### src/rtl/pwm_compare_if.sv
// Duty-configuration handshake between a config master and pwm_compare.
// The channel index is at least one bit wide so a single-channel build still has a port.
interface pwm_compare_if #(
  parameter int WIDTH    = 32,
  parameter int CHANNELS = 4
);
  localparam int CW = (CHANNELS > 1) ? $clog2(CHANNELS) : 1;

  logic          cfg_vld;
  logic          cfg_rdy;
  logic [CW-1:0] cfg_chn;
  logic [WIDTH:0] cfg_dty;

  modport master (output cfg_vld, output cfg_chn, output cfg_dty, input cfg_rdy);
  modport slave  (input cfg_vld, input cfg_chn, input cfg_dty, output cfg_rdy);
endinterface

### src/rtl/pwm_compare.sv
// Multi-channel PWM comparator with double-buffered duties applied on the counter wrap.
// Optional complementary outputs with dead-time: define PWM_COMPARE_DEADTIME_EN.
module pwm_compare #(
  parameter int WIDTH    = 32,
  parameter int CHANNELS = 4,
  parameter int DEAD     = 2
) (
  input  logic                clk,
  input  logic                rst,
  input  logic                ena,
  input  logic [WIDTH-1:0]    cnt,
  input  logic                pls,
  pwm_compare_if.slave        cfg,
  output logic                upd,
  output logic [CHANNELS-1:0] pwm
`ifdef PWM_COMPARE_DEADTIME_EN
  ,output logic [CHANNELS-1:0] pwm_n
`endif
);
  localparam int CW = (CHANNELS > 1) ? $clog2(CHANNELS) : 1;

  logic [WIDTH:0]      act_q [CHANNELS];
  logic [WIDTH:0]      act_d [CHANNELS];
  logic [WIDTH:0]      pnd_q [CHANNELS];
  logic [WIDTH:0]      pnd_d [CHANNELS];
  logic [CHANNELS-1:0] pen_q, pen_d;
  logic                upd_q, upd_d;
  logic [CHANNELS-1:0] pwm_q, pwm_d;
  logic [CHANNELS-1:0] cmp_s;
  logic                rdy_s;
  logic                xfer_s;

  // Ready per addressed channel; indices beyond CHANNELS are always ready and dropped.
  always_comb begin
    rdy_s = 1'b1;
    for (int ch = 0; ch < CHANNELS; ch++) begin
      if (cfg.cfg_chn == CW'(ch)) begin
        rdy_s = ~pen_q[ch] | pls;
      end else begin
        rdy_s = rdy_s;
      end
    end
  end

  assign cfg.cfg_rdy = rdy_s & ~rst;
  assign xfer_s      = cfg.cfg_vld & rdy_s;

  // Apply on wrap uses the old pending value, then a same-cycle write refills pending.
  always_comb begin
    act_d = act_q;
    pnd_d = pnd_q;
    pen_d = pen_q;
    upd_d = 1'b0;
    cmp_s = {CHANNELS{1'b0}};
    for (int ch = 0; ch < CHANNELS; ch++) begin
      if (pls && pen_q[ch]) begin
        act_d[ch] = pnd_q[ch];
        pen_d[ch] = 1'b0;
        upd_d     = 1'b1;
      end else begin
        act_d[ch] = act_q[ch];
      end
      if (xfer_s && (cfg.cfg_chn == CW'(ch))) begin
        pnd_d[ch] = cfg.cfg_dty;
        pen_d[ch] = 1'b1;
      end else begin
        pnd_d[ch] = pnd_d[ch];
      end
      cmp_s[ch] = ({1'b0, cnt} < act_q[ch]);
    end
  end

  // Duty double-buffer state and update pulse.
  always_ff @(posedge clk or posedge rst) begin
    if (rst) begin
      for (int ch = 0; ch < CHANNELS; ch++) begin
        act_q[ch] <= {(WIDTH+1){1'b0}};
        pnd_q[ch] <= {(WIDTH+1){1'b0}};
      end
      pen_q <= {CHANNELS{1'b0}};
      upd_q <= 1'b0;
    end else begin
      act_q <= act_d;
      pnd_q <= pnd_d;
      pen_q <= pen_d;
      upd_q <= upd_d;
    end
  end

`ifdef PWM_COMPARE_DEADTIME_EN
  localparam int DW = (DEAD > 0) ? $clog2(DEAD + 1) : 1;

  logic [CHANNELS-1:0] r_q, r_d;
  logic [CHANNELS-1:0] pwmn_q, pwmn_d;
  logic [DW-1:0]       dt_q [CHANNELS];
  logic [DW-1:0]       dt_d [CHANNELS];

  // Any edge of the raw compare reloads the dead-time; both outputs stay low until it drains.
  always_comb begin
    r_d    = r_q;
    dt_d   = dt_q;
    pwm_d  = pwm_q;
    pwmn_d = pwmn_q;
    if (ena) begin
      for (int ch = 0; ch < CHANNELS; ch++) begin
        r_d[ch] = cmp_s[ch];
        if (cmp_s[ch] != r_q[ch]) begin
          dt_d[ch] = DW'(DEAD);
        end else if (dt_q[ch] != {DW{1'b0}}) begin
          dt_d[ch] = dt_q[ch] - DW'(1);
        end else begin
          dt_d[ch] = dt_q[ch];
        end
        pwm_d[ch]  =  r_d[ch] & (dt_d[ch] == {DW{1'b0}});
        pwmn_d[ch] = ~r_d[ch] & (dt_d[ch] == {DW{1'b0}});
      end
    end else begin
      pwm_d = pwm_q;
    end
  end

  // Raw compare, dead-time counters and both output phases.
  always_ff @(posedge clk or posedge rst) begin
    if (rst) begin
      for (int ch = 0; ch < CHANNELS; ch++) begin
        dt_q[ch] <= DW'(DEAD);
      end
      r_q    <= {CHANNELS{1'b0}};
      pwm_q  <= {CHANNELS{1'b0}};
      pwmn_q <= {CHANNELS{1'b0}};
    end else begin
      dt_q   <= dt_d;
      r_q    <= r_d;
      pwm_q  <= pwm_d;
      pwmn_q <= pwmn_d;
    end
  end

  assign pwm_n = pwmn_q;
`else
  logic [31:0] unused_dead_s;
  assign unused_dead_s = 32'(DEAD);

  // Plain compare, held while the counter is paused.
  always_comb begin
    if (ena) begin
      pwm_d = cmp_s;
    end else begin
      pwm_d = pwm_q;
    end
  end

  // Registered compare output.
  always_ff @(posedge clk or posedge rst) begin
    if (rst) begin
      pwm_q <= {CHANNELS{1'b0}};
    end else begin
      pwm_q <= pwm_d;
    end
  end
`endif

  assign pwm = pwm_q;
  assign upd = upd_q;
endmodule

### src/flat_wrapper.sv
// flat-port wrapper written by rule: the top's interface ports become plain ports
module pwm_compare_flat 
#(
  parameter int WIDTH    = 32,
  parameter int CHANNELS = 4,
  parameter int DEAD     = 2
)
  (clk, rst, ena, cnt, pls, upd, pwm, cfg_cfg_vld, cfg_cfg_chn, cfg_cfg_dty, cfg_cfg_rdy);
  pwm_compare_if #(.WIDTH(WIDTH), .CHANNELS(CHANNELS)) cfg_i ();
  input  logic clk;
  input  logic rst;
  input  logic ena;
  input  logic [WIDTH-1:0] cnt;
  input  logic pls;
  output logic upd;
  output logic [CHANNELS-1:0] pwm;
  input wire logic [$bits(cfg_i.cfg_vld)-1:0] cfg_cfg_vld;
  input wire logic [$bits(cfg_i.cfg_chn)-1:0] cfg_cfg_chn;
  input wire logic [$bits(cfg_i.cfg_dty)-1:0] cfg_cfg_dty;
  output wire logic [$bits(cfg_i.cfg_rdy)-1:0] cfg_cfg_rdy;
  assign cfg_i.cfg_vld = cfg_cfg_vld;
  assign cfg_i.cfg_chn = cfg_cfg_chn;
  assign cfg_i.cfg_dty = cfg_cfg_dty;
  assign cfg_cfg_rdy = cfg_i.cfg_rdy;
  pwm_compare #(.WIDTH(WIDTH), .CHANNELS(CHANNELS), .DEAD(DEAD)) u_core (.clk(clk), .rst(rst), .ena(ena), .cnt(cnt), .pls(pls), .cfg(cfg_i), .upd(upd), .pwm(pwm));
endmodule
### config.mk
export PLATFORM = sky130hd
export DESIGN_NAME = pwm_compare_flat
export DESIGN_NICKNAME = d
export VERILOG_FILES = /design/src/rtl/pwm_compare_if.sv /design/src/rtl/pwm_compare.sv /design/src/flat_wrapper.sv
export SDC_FILE = /design/constraint.sdc
export NUM_CORES = 1
export LEC_CHECK = 0
export ABC_CLOCK_PERIOD_IN_PS = 12200
export BUFFER_PORTS_ARGS = -buffer_cell sky130_fd_sc_hd__buf_2
export CORE_MARGIN = 10
export CORE_UTILIZATION = 55
export CTS_CLUSTER_DIAMETER = 120
export DETAILED_ROUTE_END_ITERATION = 8
export HOLD_SLACK_MARGIN = 0.05
export PLACE_DENSITY = 0.71
export SYNTH_ARGS = -nofsm -noshare
export SYNTH_HDL_FRONTEND = slang
export SYNTH_SLANG_ARGS = --single-unit
### constraint.sdc
create_clock -name clk -period 12.2 [get_ports clk]
set_input_delay 2.44 -clock clk [delete_from_list [all_inputs] [get_ports clk]]
set_output_delay 2.44 -clock clk [all_outputs]
set_load 0.01 [all_outputs]
==> metrics.cfg, run 1 <==
[die]
die-height_um=176
rows=57
die_w_um=176
die_area_mm2=0.0311
core_mm2=0.0242
initial_core_util=0.556
ioPinCount=78

[cells_and_area]
layout_commonest_cell=dfrtp_1
multi_input_area_mm2=0.00599
drive_gt1_frac=0.363
fin_nets=1314
final_cell_mix=dfrtp_1, mux2_2, inv_1
area_growth_syn_to_layout_pct=13.1
ff_latch_area_mm2=0.00683
postLayoutCoreUtil=0.628
fillCellCount=1879
stdcell_count=1465

[sta]
max_slew_margin=0.252
fin_ws_ns=6.47
finalSetupViolCount=0
rsz0062_at_grt=false
tns_ns=0
worst_slew_pin_slew_ns=1.12
fmax_ghz=0.174
drv_slew=0
period_minus_slack_ns=5.73
min_period_over_period=0.470
hold_violations=0
fin_skew_ns=0.0129

[min_path]
hold_path_class=reg2reg

[route]
wl_per_cell_um=19.7
drt_iter0_markers=400
drc_errors=0
finalWirelength_um=28900
ant_nets=0
dr.pass1.iters=4
viasPerCell=5.53
via_count=8103

[global_route]
grt_pass1_vias=8624
grt_max_degree=143
grt.total_usage=0.188
overflow=0
antenna_found_initial=2
grt_pass1_wl_um=46400

[placement]
port_buffers=77
dp_slack_ns=6.49
dp_cells=1411
dp_hpwl_um=19500
place.gp.congestion=0.868

[synthesis]
syn_nets=1228
synthCells=1032
synth-main-ff-cell=dfrtp_1
syn_area_per_cell_um2=13.0
ys_seq_elements=273
seq_area_frac_synth=0.508
synth.distinct_cells=41
async_flop_share=1.00
syn_area_mm2=0.0134
ys_warn_count=0
synth_edf_count=0

[worst_setup_path]
cp_max_fo=7
worst_ep_arrival_time_ns=3.29
crit_type=in2out
worst_setup_path_start_kind=input port
end_kind=output port
required_ns=9.76

[clocking]
cts_max_level=1
post_cts_buffers=0
clk_pin_slew_worst_paths_ns=0.06
hold_buffers=0
cts_resized=0
clk_path_buf_depth=3
clock_sinks=273
cts_made_buffers=29
cts_tree=done
cts_root_buf=clkbuf_16
clkLatencyLatePin_ns=0.54

[power]
total_power_mw=3.21
p_leak_nw=7.40
ir_drop_v=0.000132
power_density_mw_per_mm2=211

[outcome]
outcome=finished, final reports clean

[run]
maxCapViolCount=0

state kept, by name, summed over array words and instances, names as in the netlist:
name          flops
u_core.upd        1
u_core.pwm        4
u_core.act_q    132
u_core.pnd_q    132
u_core.pen_q      4
routing by layer:
| metal | routed length (µm) | track usage |
|---|---|---|
| met1 | 12600 | 0.233 |
| met2 | 14600 | 0.334 |
| met3 | 1210 | 0.0352 |
| met4 | 502 | 0.0424 |
| met5 | 0 | 0 |
cell usage after synthesis, types with 4 or more instances:
library cell,count,share of area
inv_1,127,0.035
dfrtp_1,273,0.51
or2_2,4,0.0019
nand2b_1,5,0.0023
mux2_2,235,0.20
o21ai_0,10,0.0037
clkbuf_1,16,0.0045
a221oi_1,6,0.0039
nand3_1,9,0.0034
nor3_1,6,0.0022
a211oi_1,4,0.0022
nand4_1,19,0.0088
or4_1,7,0.0039
mux2_4,29,0.032
ha_1,124,0.12
a21o_1,23,0.013
or3_1,4,0.0019
nor2b_1,4,0.0019
nor2_1,13,0.0036
a21oi_1,41,0.015
nand2_1,25,0.0070
buf_4,7,0.0039
o21a_1,7,0.0039
power by group:
group | leakage (nW) | internal [mW] | switching [mW]
registers | 3.28 | 1.21 | 0.156
clock network | 0.500 | 0.589 | 0.354
logic | 3.61 | 0.471 | 0.428
total | 7.40 | 2.27 | 0.939
worst paths after layout:
check                                               from                            to  slack (ns)  cells after the start
setup / recovery                          cfg_cfg_chn[0]                   cfg_cfg_rdy        6.47                      6
hold / removal              u_core.pnd_q[21]$_DFFE_PP0P_  u_core.act_q[21]$_DFFE_PP0P_        0.50                      1
setup reg to reg           u_core.act_q[114]$_DFFE_PP0P_     u_core.pwm[0]$_DFFE_PP0P_        9.78                      7
hold reg to reg             u_core.pnd_q[21]$_DFFE_PP0P_  u_core.act_q[21]$_DFFE_PP0P_        0.50                      1
max in group asynchronous                            rst  u_core.act_q[43]$_DFFE_PP0P_        8.62                      3
min in group asynchronous                            rst  u_core.pnd_q[63]$_DFFE_PP0P_        2.13                      2
cell type report:
class                      instances  area share
timing repair buffer              84      0.0288
clock buffer                      42      0.0562
tap                              324      0.0267
inverter                         127      0.0319
multi-input combinational        603       0.394
antenna                            2    0.000329
sequential                       273       0.450
clock inverter                    10      0.0123
through the flow:
step | area [µm²] | hold slack [ns]
floorplan | 13400 | 0.475
global placement | 14100 | 0.480
detailed placement | 14100 | 0.489
CTS | 15200 | 0.504
global route | 15200 | 0.507
finish | 15200 | 0.497
worst max-delay path: stages:
cell,delay (ns)
buf_2,0.19
nor2_1,0.08
a22oi_2,0.18
o21ai_0,0.10
a21oi_1,0.14
buf_2,0.15
cell families (layout without fill, tap and decap cells):
logic type,count (synthesis),in the layout,share of synthesized area
AO/OA/AOI/OAI,107,107,0.0545
adder cells (fa/ha/maj),124,124,0.115
buffers and inverters,156,263,0.0475
flip-flops,273,273,0.508
multiplexers,264,264,0.229
other,0,2,0
AND/OR/NAND/NOR,108,108,0.0448
Power figures use the tool's default switching activity.
==> run 2: changes to the inputs <==
- ABC_CLOCK_PERIOD_IN_PS: 12200 -> 4600
- PLACE_DENSITY: 0.71 -> 0.74
- clock period: 12.2 -> 4.6 ns (I/O delays scaled with it)
==> run 2 against run 1 <==
Against the previous run:
- setup slack worse by 4.5 ns
- critical path depth is the same
- die area unchanged
- largest cell class unchanged
- largest power group unchanged
- highest routed layer unchanged
==> metrics.cfg, run 2 (synthesis gave the netlist of run 1 again) <==
[die]
die_w_um=176
ioPinCount=78
die-height_um=176
rows=57
initial_core_util=0.556
core_mm2=0.0242
die_area_mm2=0.0311

[clocking]
clk_pin_slew_worst_paths_ns=0.06
clk_path_buf_depth=3
cts_root_buf=clkbuf_16
post_cts_buffers=0
clkLatencyLatePin_ns=0.54
clock_sinks=273
hold_buffers=0
cts_max_level=1
cts_made_buffers=28
cts_resized=0
cts_tree=done

[cells_and_area]
final_cell_mix=dfrtp_1, mux2_2, inv_1
reg.largest.list=u_core.act_q (132), u_core.pnd_q (132)
drive_gt1_frac=0.367
layout_commonest_cell=dfrtp_1
fillCellCount=1831
area_growth_syn_to_layout_pct=13.5
final_cell_area_mm2=0.0152
fin_nets=1316

[global_route]
antenna_found_initial=3
overflow=0
grt_pass1_vias=8742
grt_pass1_wl_um=46100
grt_max_degree=127
grt.total_usage=0.187

[worst_setup_path]
reg2reg_to=u_core.pnd_q[36]$_DFFE_PP0P_
end_kind=output port
worst_ep_arrival_time_ns=1.75
worst_setup_path_start_kind=input port
path_delay_family=compound AO/OA/AOI/OAI gates
cp_max_fo=7
path_cells=buf_2 -> nor2_1 -> a22oi_2 -> o21ai_0 -> a21oi_1 -> buf_2
crit_type=in2out
cpMostUsedCell=buf_2
timing.rr.start=u_core.pen_q[1]$_DFFE_PP0P_
r2r_cells=6
critPathMaxStageDelay_ns=0.19
required_ns=3.68
r2r_slack_ns=2.18
cp_slowest_cell=buf_2
path_buf_inv=2

[route]
via_count=8096
ant_nets=0
drc_errors=0
viasPerCell=5.51
finalWirelength_um=28500
drt_iter0_markers=460
wl_per_cell_um=19.4
dr.pass1.iters=4

[sta]
finalSetupViolCount=0
finalHoldWorstSlack_ns=0.373
worst_slew_pin_slew_ns=1.09
fmax_ghz=0.374
rsz0062_at_grt=false
min_period_over_period=0.581
hold_violations=0
fin_skew_ns=0.00536
period_minus_slack_ns=2.67
tns_ns=0
drv_slew=0
max_slew_margin=0.274

[outcome]
outcome=finished, final reports clean

[placement]
placed_area_mm2=0.0142
place.gp.congestion=0.877
port_buffers=77
dp_hpwl_um=20400

[power]
power_density_mw_per_mm2=558
ir_drop_v=0.000322
switching_power_mw=2.49
switching_share=0.293
intPower_mw=6.02
clkPwrFrac=0.294
combPwrFrac=0.280
p_leak_nw=7.43
pwr-share-seq=0.426

[min_path]
hold_path_class=in2async

[run]
maxCapViolCount=0

## run 2: cell count changes in the layout (fill, tap and decap cells not counted)
cell / before / now
clkbuf_8: 8 / 9
clkinv_2: 1 / 5
clkinvlp_4: 3 / 2
buf_12: 0 / 2
clkbuf_1: 5 / 1
buf_4: 7 / 8
inv_8: 1 / 0
diode_2: 2 / 5
## run 2: worst max path at each step
stage / start / endpoint / slack [ns] / cells past startpoint
floorplan: rst / u_core.act_q[0]$_DFFE_PP0P_ / 0.07 / 1
global placement: cnt[16] / u_core.pwm[2]$_DFFE_PP0P_ / 1.44 / 7
detailed placement: cfg_cfg_chn[0] / u_core.pnd_q[46]$_DFFE_PP0P_ / 1.46 / 7
CTS: cfg_cfg_chn[0] / cfg_cfg_rdy / 1.94 / 6
global route: cfg_cfg_chn[0] / cfg_cfg_rdy / 1.88 / 6
finish: cfg_cfg_chn[0] / cfg_cfg_rdy / 1.93 / 6
## run 2: final cells by class
cell class	count	area (µm²)	share of cell area
Antenna cell	5	12.5	0.000820
Tap cell	324	405	0.0266
Clock inverter	12	191	0.0126
Timing Repair Buffer	87	485	0.0318
Multi-Input combinational cell	603	5990	0.393
Inverter	127	480	0.0315
Sequential cell	273	6830	0.448
Clock buffer	39	853	0.0560
## run 2: metal layers
layer | share of wire | GRT usage | wire, µm | vias to the layer above
met3 | 0.050 | 0.0372 | 1420 | 60
met5 | 0 | 0 | 0 | -
li1 | - | - | - | 3832
met2 | 0.50 | 0.327 | 14300 | 124
met1 | 0.42 | 0.227 | 11900 | 4080
met4 | 0.029 | 0.0593 | 820 | 0
## run 2: metrics by stage
stage,setup WS (ns),power (mW),util,instances
floorplan,0.0706,5.35,-,1032
global placement,1.44,5.93,0.587,1414
detailed placement,1.46,6.07,0.587,1414
CTS,1.94,8.60,0.630,1465
global route,1.88,9.11,0.630,1466
finish,1.93,8.51,0.631,1470
## run 2: power groups by stage
stage	Combinational (mW)	Sequential (mW)	Clock [mW]
floorplan	1.82	3.53	0
global placement	2.31	3.62	0
detailed placement	2.41	3.66	0
CTS	2.42	3.63	2.55
global route	2.73	3.73	2.65
finish	2.39	3.62	2.50
==> run 3: changes to the inputs <==
- ABC_CLOCK_PERIOD_IN_PS: 4600 -> 2300
- clock period: 4.6 -> 2.3 ns (I/O delays scaled with it)
==> run 3 against run 2 <==
Against the previous run:
- global-route usage increased by 1.0 points
- combinational power grew 120%
- cell count grew 2.0%
- cell area is 2.5% higher
- setup slack worse by 1.9 ns
- largest cell class unchanged
- utilization is 1.6 points higher
- critical path depth up 1
- sequential cell count stayed put
- hold slack worse by 0.18 ns
- non-clock buffer count is 37 higher
- register-to-register slack lost 2.2 ns
==> metrics.cfg, run 3 (synthesis gave the netlist of run 1 again) <==
[outcome]
outcome=finished, final reports clean

[route]
wl_per_cell_um=20.1
finalWirelength_um=30100
ant_nets=0
drt_iter0_markers=439
viasPerCell=5.53
via_count=8302
drc_errors=0
dr.pass1.iters=4

[worst_setup_path]
end_kind=flop
critPathMaxStageDelay_ns=0.53
required_ns=2.71
worst_ep_arrival_time_ns=2.69
path_cells=inv_1 -> ha_1 -> nand4_1 -> or4_1 -> o32a_1 -> a2111oi_2 -> nor3_1
cp_max_fo=2
crit_type=reg2reg
worst_setup_path_start_kind=flop
cp_slowest_cell=or4_1

[die]
ioPinCount=78
die_area_mm2=0.0311
initial_core_util=0.556
core_mm2=0.0242
die-height_um=176
die_w_um=176
rows=57

[power]
p_leak_nw=7.58
ir_drop_v=0.000737
power_density_mw_per_mm2=1090
total_power_mw=17.1

[clocking]
cts_root_buf=clkbuf_16
clock_sinks=273
cts_made_buffers=28
cts_max_level=1
cts_tree=done
clk_pin_slew_worst_paths_ns=0.06
clk_path_buf_depth=3
clkLatencyLatePin_ns=0.54

[sta]
fin_skew_ns=0.0154
rsz0062_at_grt=true
min_period_over_period=0.992
hold_violations=0
finalSetupViolCount=0
period_minus_slack_ns=2.28
fin_ws_ns=0.0189
max_slew_margin=0.661
worst_slew_pin_slew_ns=0.496
drv_slew=0
fmax_ghz=0.438

[min_path]
hold_path_class=in2reg

[cells_and_area]
fillCellCount=1822
ff_latch_area_mm2=0.00683
final_cell_mix=dfrtp_1, mux2_2, inv_1
reg.largest.list=u_core.act_q (132), u_core.pnd_q (132)
area_growth_syn_to_layout_pct=16.3
multi_input_area_mm2=0.00610
drive_gt1_frac=0.395
fin_nets=1353
layout_commonest_cell=dfrtp_1

[placement]
place.gp.congestion=0.906
dp_hpwl_um=21100
port_buffers=77
dp_slack_ns=-0.227

[global_route]
grt_pass1_vias=9175
overflow=0
grt_pass1_wl_um=48800
antenna_found_initial=1
grt.total_usage=0.197
grt_max_degree=85

[run]
maxCapViolCount=0

## run 3: path summary, 6_finish.rpt
| kind | slack (ns) | start | end | depth (start not counted) |
|---|---|---|---|---|
| worst max-delay path | 0.02 | u_core.act_q[111]$_DFFE_PP0P_ | u_core.pwm[0]$_DFFE_PP0P_ | 7 |
| worst min-delay path | 0.19 | cfg_cfg_dty[13] | u_core.pnd_q[79]$_DFFE_PP0P_ | 2 |
| worst max register to register | 0.02 | u_core.act_q[111]$_DFFE_PP0P_ | u_core.pwm[0]$_DFFE_PP0P_ | 7 |
| worst min register to register | 0.49 | u_core.pnd_q[101]$_DFFE_PP0P_ | u_core.act_q[101]$_DFFE_PP0P_ | 1 |
| max in group asynchronous | 0.96 | rst | u_core.pnd_q[58]$_DFFE_PP0P_ | 5 |
| min in group asynchronous | 0.50 | rst | u_core.pnd_q[0]$_DFFE_PP0P_ | 3 |
## run 3: area by class of cell
type                            instances  area share
Clock inverter                         13      0.0101
Multi-Input combinational cell        603       0.390
Clock buffer                           35      0.0504
Inverter                              127      0.0307
Timing Repair Buffer                  124      0.0554
Antenna cell                            1    0.000160
Tap cell                              324      0.0259
Sequential cell                       273       0.437
## run 3: repair_timing
item / 4_1_cts / 5_1_grt
setup endpoints to repair: 2 / 4
hold buffers: 1 / 0
endpoints found under the hold margin: 13 / 0
pin swaps: 2 / 7
resized for setup: 0 / 14
buffers inserted: 0 / 0
## run 3: critical path, delay by kind of cell (launching register included)
family / cells / cell delay [ns]
adder cells (fa/ha/maj): 1 / 0.30
flip-flops: 1 / 0.34
buffers and inverters: 1 / 0.06
AND/OR/NAND/NOR: 3 / 0.76
AO/OA/AOI/OAI: 2 / 0.69
## run 3: stage by stage
step | hold slack, ns | cells | utilization | cell area, µm² | setup TNS, ns
4_1_cts | 0.167 | 1499 | 0.642 | 15500 | 0
5_1_grt | 0.187 | 1499 | 0.646 | 15600 | -0.110
3_3_place_gp | 0.481 | 1450 | 0.602 | 14600 | -0.451
6_report | 0.194 | 1500 | 0.647 | 15600 | 0
3_5_place_dp | 0.490 | 1450 | 0.602 | 14600 | -0.855
2_1_floorplan | 0.475 | 1032 | - | 13400 | -483.05
## run 3: power breakdown
| part | internal (mW) | switching (mW) | leakage, nW |
|---|---|---|---|
| Sequential | 6.42 | 0.866 | 3.28 |
| Clock | 2.75 | 1.89 | 0.455 |
| Combinational | 2.76 | 2.43 | 3.84 |
## run 3: metal layers
layer	wire length, µm	GRT usage
met3	1170	0.0312
met2	15100	0.343
met4	755	0.0593
met1	13200	0.247
met5	0	0
